[config.mk]
export PLATFORM = sky130hd
export DESIGN_NAME = storage_seq_ctrl
export DESIGN_NICKNAME = d
export VERILOG_FILES = /design/src/rtl/storage_pkg.sv /design/src/rtl/step_prescaler.sv /design/src/rtl/storage_seq_ctrl.sv
export SDC_FILE = /design/constraint.sdc
export NUM_CORES = 1
export LEC_CHECK = 0
export ABC_AREA = 1
export CAP_MARGIN = 20
export CORE_ASPECT_RATIO = 1.5
export CORE_MARGIN = 10
export CORE_UTILIZATION = 63
export DETAILED_ROUTE_END_ITERATION = 16
export PLACE_DENSITY = 0.85
export SLEW_MARGIN = 20
export SYNTH_ARGS = -nofsm -noshare
export SYNTH_HDL_FRONTEND = slang
export SYNTH_SLANG_ARGS = --single-unit
[constraint.sdc]
create_clock -name clk -period 4.45 [get_ports clk]
set_input_delay 0.6675 -clock clk [delete_from_list [all_inputs] [get_ports clk]]
set_output_delay 0.6675 -clock clk [all_outputs]
set_load 0.01 [all_outputs]
[src/rtl/storage_pkg.sv]
// Shared types and default constants for the storage command sequencer.
package storage_pkg;

    // Sequencer states: waiting for keys, running auto-shift, one-cycle completion
    typedef enum logic [1:0] {
        IDLE = 2'd0,
        AUTO = 2'd1,
        DONE = 2'd2
    } seq_state_e;

    // Default auto-shift timing: one step per 12.5M cycles, eight steps per byte
    localparam int DEF_STEP_DIV = 12_500_000;
    localparam int DEF_NSTEPS   = 8;
    localparam int DEF_DIV_W    = 24;

endpackage : storage_pkg

[src/rtl/step_prescaler.sv]
// Loadable down-counter with a zero flag; paces the auto-shift steps and
// is generic enough to pace display blinking as well.
module step_prescaler #(
    parameter int W = 24
) (
    input  logic         clk,
    input  logic         rst,
    input  logic         load_i,
    input  logic [W-1:0] load_val_i,
    input  logic         en_i,
    output logic         zero_o
);

    logic [W-1:0] cnt_q;

    // Load takes precedence over decrement; the count holds when idle
    always_ff @(posedge clk or posedge rst) begin
        if (rst) begin
            cnt_q <= {W{1'b0}};
        end else if (load_i) begin
            cnt_q <= load_val_i;
        end else if (en_i) begin
            cnt_q <= cnt_q - W'(1);
        end else begin
            cnt_q <= cnt_q;
        end
    end

    assign zero_o = (cnt_q == {W{1'b0}});

endmodule : step_prescaler

[src/rtl/storage_seq_ctrl.sv]
// Command sequencer/arbiter for the record/shift/copy storage datapath.
// Key pulses are arbitrated by fixed priority into one registered strobe per
// cycle; an auto mode issues NSTEPS transfer strobes STEP_DIV cycles apart.
module storage_seq_ctrl
    import storage_pkg::*;
#(
    parameter int STEP_DIV = DEF_STEP_DIV,
    parameter int NSTEPS   = DEF_NSTEPS,
    parameter int DIV_W    = DEF_DIV_W
) (
    input  logic                          clk,
    input  logic                          rst,
    input  logic                          record_req,
    input  logic                          transfer_req,
    input  logic                          copy_req,
    input  logic                          auto_req,
    input  logic                          abort_req,
    output logic                          record_o,
    output logic                          transfer_o,
    output logic                          copy_o,
    output logic                          busy,
    output logic                          done,
    output logic [$clog2(NSTEPS+1)-1:0]   step_cnt
);

    localparam int CNT_W = $clog2(NSTEPS + 1);

    seq_state_e       state_q;
    logic [CNT_W-1:0] step_cnt_q;
    logic             record_q;
    logic             transfer_q;
    logic             copy_q;
    logic             done_q;

    logic             pre_load;
    logic             pre_en;
    logic             pre_zero;
    logic             auto_win;
    logic             last_step;

    // auto_req only wins when no datapath command is requested alongside it
    assign auto_win  = auto_req & ~record_req & ~copy_req & ~transfer_req;
    assign last_step = (step_cnt_q == CNT_W'(NSTEPS - 1));

    // Prescaler control: load on auto start and after each non-final step,
    // count down otherwise while AUTO runs; abort freezes it
    always_comb begin
        pre_load = 1'b0;
        pre_en   = 1'b0;
        case (state_q)
            IDLE: begin
                pre_load = auto_win;
            end
            AUTO: begin
                if (abort_req) begin
                    pre_en = 1'b0;
                end else if (pre_zero) begin
                    pre_load = ~last_step;
                end else begin
                    pre_en = 1'b1;
                end
            end
            default: begin
                pre_load = 1'b0;
                pre_en   = 1'b0;
            end
        endcase
    end

    step_prescaler #(
        .W (DIV_W)
    ) u_prescaler (
        .clk        (clk),
        .rst        (rst),
        .load_i     (pre_load),
        .load_val_i (DIV_W'(STEP_DIV - 1)),
        .en_i       (pre_en),
        .zero_o     (pre_zero)
    );

    // Sequencer FSM with registered strobes; strobes default low every cycle
    always_ff @(posedge clk or posedge rst) begin
        if (rst) begin
            state_q    <= IDLE;
            step_cnt_q <= {CNT_W{1'b0}};
            record_q   <= 1'b0;
            transfer_q <= 1'b0;
            copy_q     <= 1'b0;
            done_q     <= 1'b0;
        end else begin
            record_q   <= 1'b0;
            transfer_q <= 1'b0;
            copy_q     <= 1'b0;
            done_q     <= 1'b0;
            case (state_q)
                IDLE: begin
                    if (record_req) begin
                        record_q <= 1'b1;
                    end else if (copy_req) begin
                        copy_q <= 1'b1;
                    end else if (transfer_req) begin
                        transfer_q <= 1'b1;
                    end else if (auto_req) begin
                        state_q    <= AUTO;
                        step_cnt_q <= {CNT_W{1'b0}};
                    end else begin
                        state_q <= IDLE;
                    end
                end
                AUTO: begin
                    if (abort_req) begin
                        state_q <= IDLE;
                    end else if (pre_zero) begin
                        transfer_q <= 1'b1;
                        step_cnt_q <= step_cnt_q + CNT_W'(1);
                        if (last_step) begin
                            state_q <= DONE;
                        end else begin
                            state_q <= AUTO;
                        end
                    end else begin
                        state_q <= AUTO;
                    end
                end
                DONE: begin
                    done_q  <= 1'b1;
                    state_q <= IDLE;
                end
                default: begin
                    state_q <= IDLE;
                end
            endcase
        end
    end

    assign record_o   = record_q;
    assign transfer_o = transfer_q;
    assign copy_o     = copy_q;
    assign done       = done_q;
    assign step_cnt   = step_cnt_q;
    assign busy       = (state_q != IDLE);

endmodule : storage_seq_ctrl

Word-level counts from Yosys, hierarchy flattened:

Cells that the tools add are included.
Widths: inputs -> output; s select.

* register bits: 34
* input bits: 7
* output and inout port bits: 9
* logic and storage cells: 67

* $add $sub $neg: 2
* equality and inequality tests: 9
* multiplexer cells: 35
* bitwise logic cells: 7
* reductions and logical operators: 7

Operators with widths (count)
* $mux 24: 2
* $logic_not 24->1: 1
* $mux 4: 6
* $sub 24x1->24 const B: 1
* $mux 1: 17
* $mux 2: 6
* $ne 2x2->1 const B: 6
* $pmux 4 s2: 1
* $reduce_and 7->1: 1
* $reduce_bool 2->1: 3
* $add 4x1->4 const B: 1
* $eq 4x3->1 const B: 1
* $not 1->1: 4
* $pmux 1 s2: 2
* $pmux 2 s2: 1
* $and 1x1->1: 3
* $reduce_and 3->1: 1
* $eq 2x1->1 const B: 1
* $eq 2x2->1 const B: 1
* $logic_not 2->1: 1

Logic depth before layout (Yosys ltp):

* word-level depth: 6
* depth in mapped cells: 13
* mapped depth without buffers: 13

Hierarchy:

Synthesis repeated with hierarchy kept, for this count alone.

* cells, all modules: 299
* area total of the unflattened synthesis: 2260.9 sq um

Modules (own cells, without submodules)
* step_prescaler: instances 1, cells each 236, area each 1750.4 sq um, seq. area each 600.6 sq um
* storage_seq_ctrl: instances 1, cells each 63, area each 510.5 sq um, seq. area each 250.2 sq um

Worst setup path after synthesis:

No wires, ideal clock.

* kind: reg2reg
* start: register u_prescaler.cnt_q[0]
* end: register u_prescaler.cnt_q[22]
* setup time: 0.119 ns
* data arrival time: 1.562 ns
* required time: 4.331 ns
* path slack: 2.769 ns
* stages on the path, launching flop included: 10
* path buffers: 0
* period minus slack after synthesis: 1.681 ns
* cells stage by stage: dfrtp_1 > inv_1 > ha_1 > nand2_1 > nor2_1 > nand4_1 > nor2_1 > nand3_1 > nand2_1 > nor2_1

* word-level cells in the longest chain between the ends: 5
* elaborated cells on any way between the ends: 11
* classes of those cells: 1 x add/sub; 8 x mux; 2 x reduce/logical

RTL lines
* from (decl): RTL line step_prescaler.sv:14 `logic [W-1:0] cnt_q;`
* from (signal assigned): RTL line step_prescaler.sv:19 `cnt_q <= {W{1'b0}};`
* from (signal assigned): RTL line step_prescaler.sv:21 `cnt_q <= load_val_i;`
* from (signal assigned): RTL line step_prescaler.sv:23 `cnt_q <= cnt_q - W'(1);`
* branches (longest 5 deep; another with $sub 24x1->24)

Parallel ways; which one is timed is not known. The select of a mux whose other input is x is not followed.
A chain may end at the register's enable or synchronous reset.

Worst setup path in the final report:

* start: register u_prescaler.cnt_q[0]
* end: register u_prescaler.cnt_q[5]

Same word-level chain as after synthesis.

==> run metrics <==
worst skew pair latency 290 ps; Die ar. between 6000 and 7000 um2; slowest stage cell, crit path dfrtp_1; Post-Route Skew 3.88 ps; most common cell in the netlist nand2_1; maximum VDD drop around 0.33 mV; fin crit period 2280 ps; cts repair resizes 0; WL final 5.33 mm; Max Slew Vio Count 0; Top Family by Delay on Critical Path simple AND/OR/NAND/NOR gates; initial antenna violation count 0; CP max stage delay 400 ps; WL per Instance 14.8 um; Post-synth EDFFs 0; FP Rows 26; RSZ-0062 raised after global routing no; Overall Global Routing Usage about 18%; Longest Clk Path Bufs 2; synthesis-to-layout area growth 12.1%; first-pass GRT wire length 9.05 mm; CTS tree yes; antenna viol nets, final 0; max frequency ~440 MHz; DR iter-0 viols 102; Initial Utilization 65.8%; sequential area share after synthesis between 30% and 40%; Relative slew margins 68.1%; top cell type by total area after synthesis dfrtp_1; Critical Path End Type flop; Worst Tran Pin Value 478 ps; crit path kind flop to flop; Via density 5.63; share of flip-flops with an asynchronous set or reset between 90% and 100%; number of H-tree levels 2; Post-CTS Setup Bufs 0; commonest cells in the netlist nand2_1 (66), nor2_1 (44), inv_1 (36); IO Count 16; largest net degree at the start of global routing 35; gp weighted congestion approximately 0.9; CP Buf/Inv Count 3; CTS Sinks 34; area of the core between 3000 and 4000 um2; Syn Nets approximately 310; required time worst endpoint 4630 ps; iteration count of the initial detailed-routing pass 4; routed via count 2026; Hold Crit Class flop to flop; most used cell, CP nand2_1; GR Overflow Total 0; crit path launch type flop; Setup Viol. Count Final 0; synth warn 0; die boundary width 68.8 um; Filler cells 274; Mean Syn Cell Area 7.54 um2; clk root buf clkbuf_8; post-detail-place hpwl around 4 mm; CTS Buf Count 5; I/O Buffers 15; register bit total from synthesis 34; Die Span Y 93.2 um; mapped cell area 2250 um2; Main synth FF type dfrtp_1; CP cell instances inv_1 -> ha_1 -> inv_1 -> nor2_1 -> nand2_1 -> nor2_4 -> nand3_4 -> nand2_2 -> inv_2 -> nand2_1 -> nand2_1 -> nand2_1 -> nor2_1; post-synth cell types 30; Worst Path Arrival ~2500 ps; Tcrit/Tclk final 51.3%; crit path from u_prescaler.cnt_q[0]$_DFFE_PP0P_; worst reg2reg setup slack around 2200 ps; vias in the first global route 2117; hold_sp state_q[0]$_DFFE_PP0P_; Leakage around 1.2 nW; Synth top area share 37.8%; clk slew on worst S/H paths 70 ps; Final #Nets approximately 330; DRC viols 0; CP Max Fanout 21; max_cap viols 0; Hold Buf Count CTS 0; fraction of layout cells with a size suffix above 1 15.1%; status finished clean; Mapped Cells 298; largest cells by area after synthesis dfrtp_1 (38%), nand2_1 (11%), nor2_1 (7.3%); pwr dens 450 nW/um2; RR Startpoint u_prescaler.cnt_q[0]$_DFFE_PP0P_; Hold Vio Cnt, Final 0; hold slack slightly below 500 ps; antenna cells 0; setup TNS 0 ps
## cells by family (layout without fill, tap and decap cells)
kind of cell / after synthesis / after routing / share of synthesized area [%]
AO/OA/AOI/OAI: 22 / 22 / 5.51
XOR/XNOR: 5 / 5 / 1.95
adder cells (fa/ha/maj): 3 / 3 / 1.67
buffers and inverters: 44 / 64 / 8.85
flip-flops: 34 / 34 / 37.8
AND/OR/NAND/NOR: 190 / 190 / 44.2
## registers in the layout (all words and copies together), names as in the netlist
name,count
transfer_o,1
step_cnt,4
record_o,1
state_q,2
done,1
copy_o,1
u_prescaler.cnt_q,24
## placed cells by master, fill, tap and decap left out, types with 2 or more instances in the layout
cell type	netlist	routed
nand3b_1	5	5
nand3_1	24	24
inv_2	3	3
a21oi_1	6	6
nor2_1	44	44
nor2_4	6	6
xor2_1	4	4
inv_1	36	36
dfrtp_1	34	34
clkdlybuf4s50_1	0	15
o21ai_0	12	12
ha_1	3	3
clkbuf_1	0	2
nand3_2	10	10
clkbuf_8	0	5
nor3_1	4	4
nand2_1	66	66
nor2_2	7	7
nand4_1	13	13
nand3_4	2	2
nand2_2	6	6
o21ai_2	2	2
## per-layer routing
metal,part of all wire (%),track usage [%],routed length (um),vias to the layer above
li1,-,-,-,990
met1,38,19.6,2020,948
met2,53,30.8,2820,67
met3,4.5,3.35,240,21
met4,4.7,11.4,249,0
met5,0,0,0,-
## power breakdown
part / switching, mW / internal (mW) / total (mW) / leakage [nW]
Sequential: 0.0756 / 0.373 / 0.448 / 0.409
Clock: 0.112 / 0.168 / 0.280 / 0.0524
Combinational: 0.260 / 0.145 / 0.405 / 0.690
## layout make-up
class	instances	area [um2]	area share (%)
Sequential cell	34	851	33.7
Clock buffer	7	76.3	3.03
Tap cell	42	52.6	2.08
Inverter	40	155	6.15
Timing Repair Buffer	16	158	6.25
Multi-Input combinational cell	220	1200	47.5
Clock inverter	1	30.0	1.19
## final timing paths
| check | end | cells past startpoint |
|---|---|---|
| max reg2reg | u_prescaler.cnt_q[5]$_DFFE_PP0P_ | 13 |
| min in group asynchronous | u_prescaler.cnt_q[0]$_DFFE_PP0P_ | 3 |
| min | done$_DFF_PP0_ | 1 |
| max | u_prescaler.cnt_q[5]$_DFFE_PP0P_ | 13 |
| max in group asynchronous | u_prescaler.cnt_q[12]$_DFFE_PP0P_ | 3 |
| min reg2reg | done$_DFF_PP0_ | 1 |
## stage by stage
stage / worst slack, ps / std cells / instance area, um2 / power (mW) / util (%)
floorplan: 2770 / 298 / 2250 / 0.738 / -
global placement: 2160 / 352 / 2410 / 0.843 / 70.7
detailed placement: 2110 / 352 / 2410 / 0.857 / 70.7
CTS: 2200 / 360 / 2520 / 1.14 / 73.8
global route: 1950 / 360 / 2520 / 1.21 / 73.8
finish: 2170 / 360 / 2520 / 1.13 / 73.8
(Power assumes the default switching activity.)
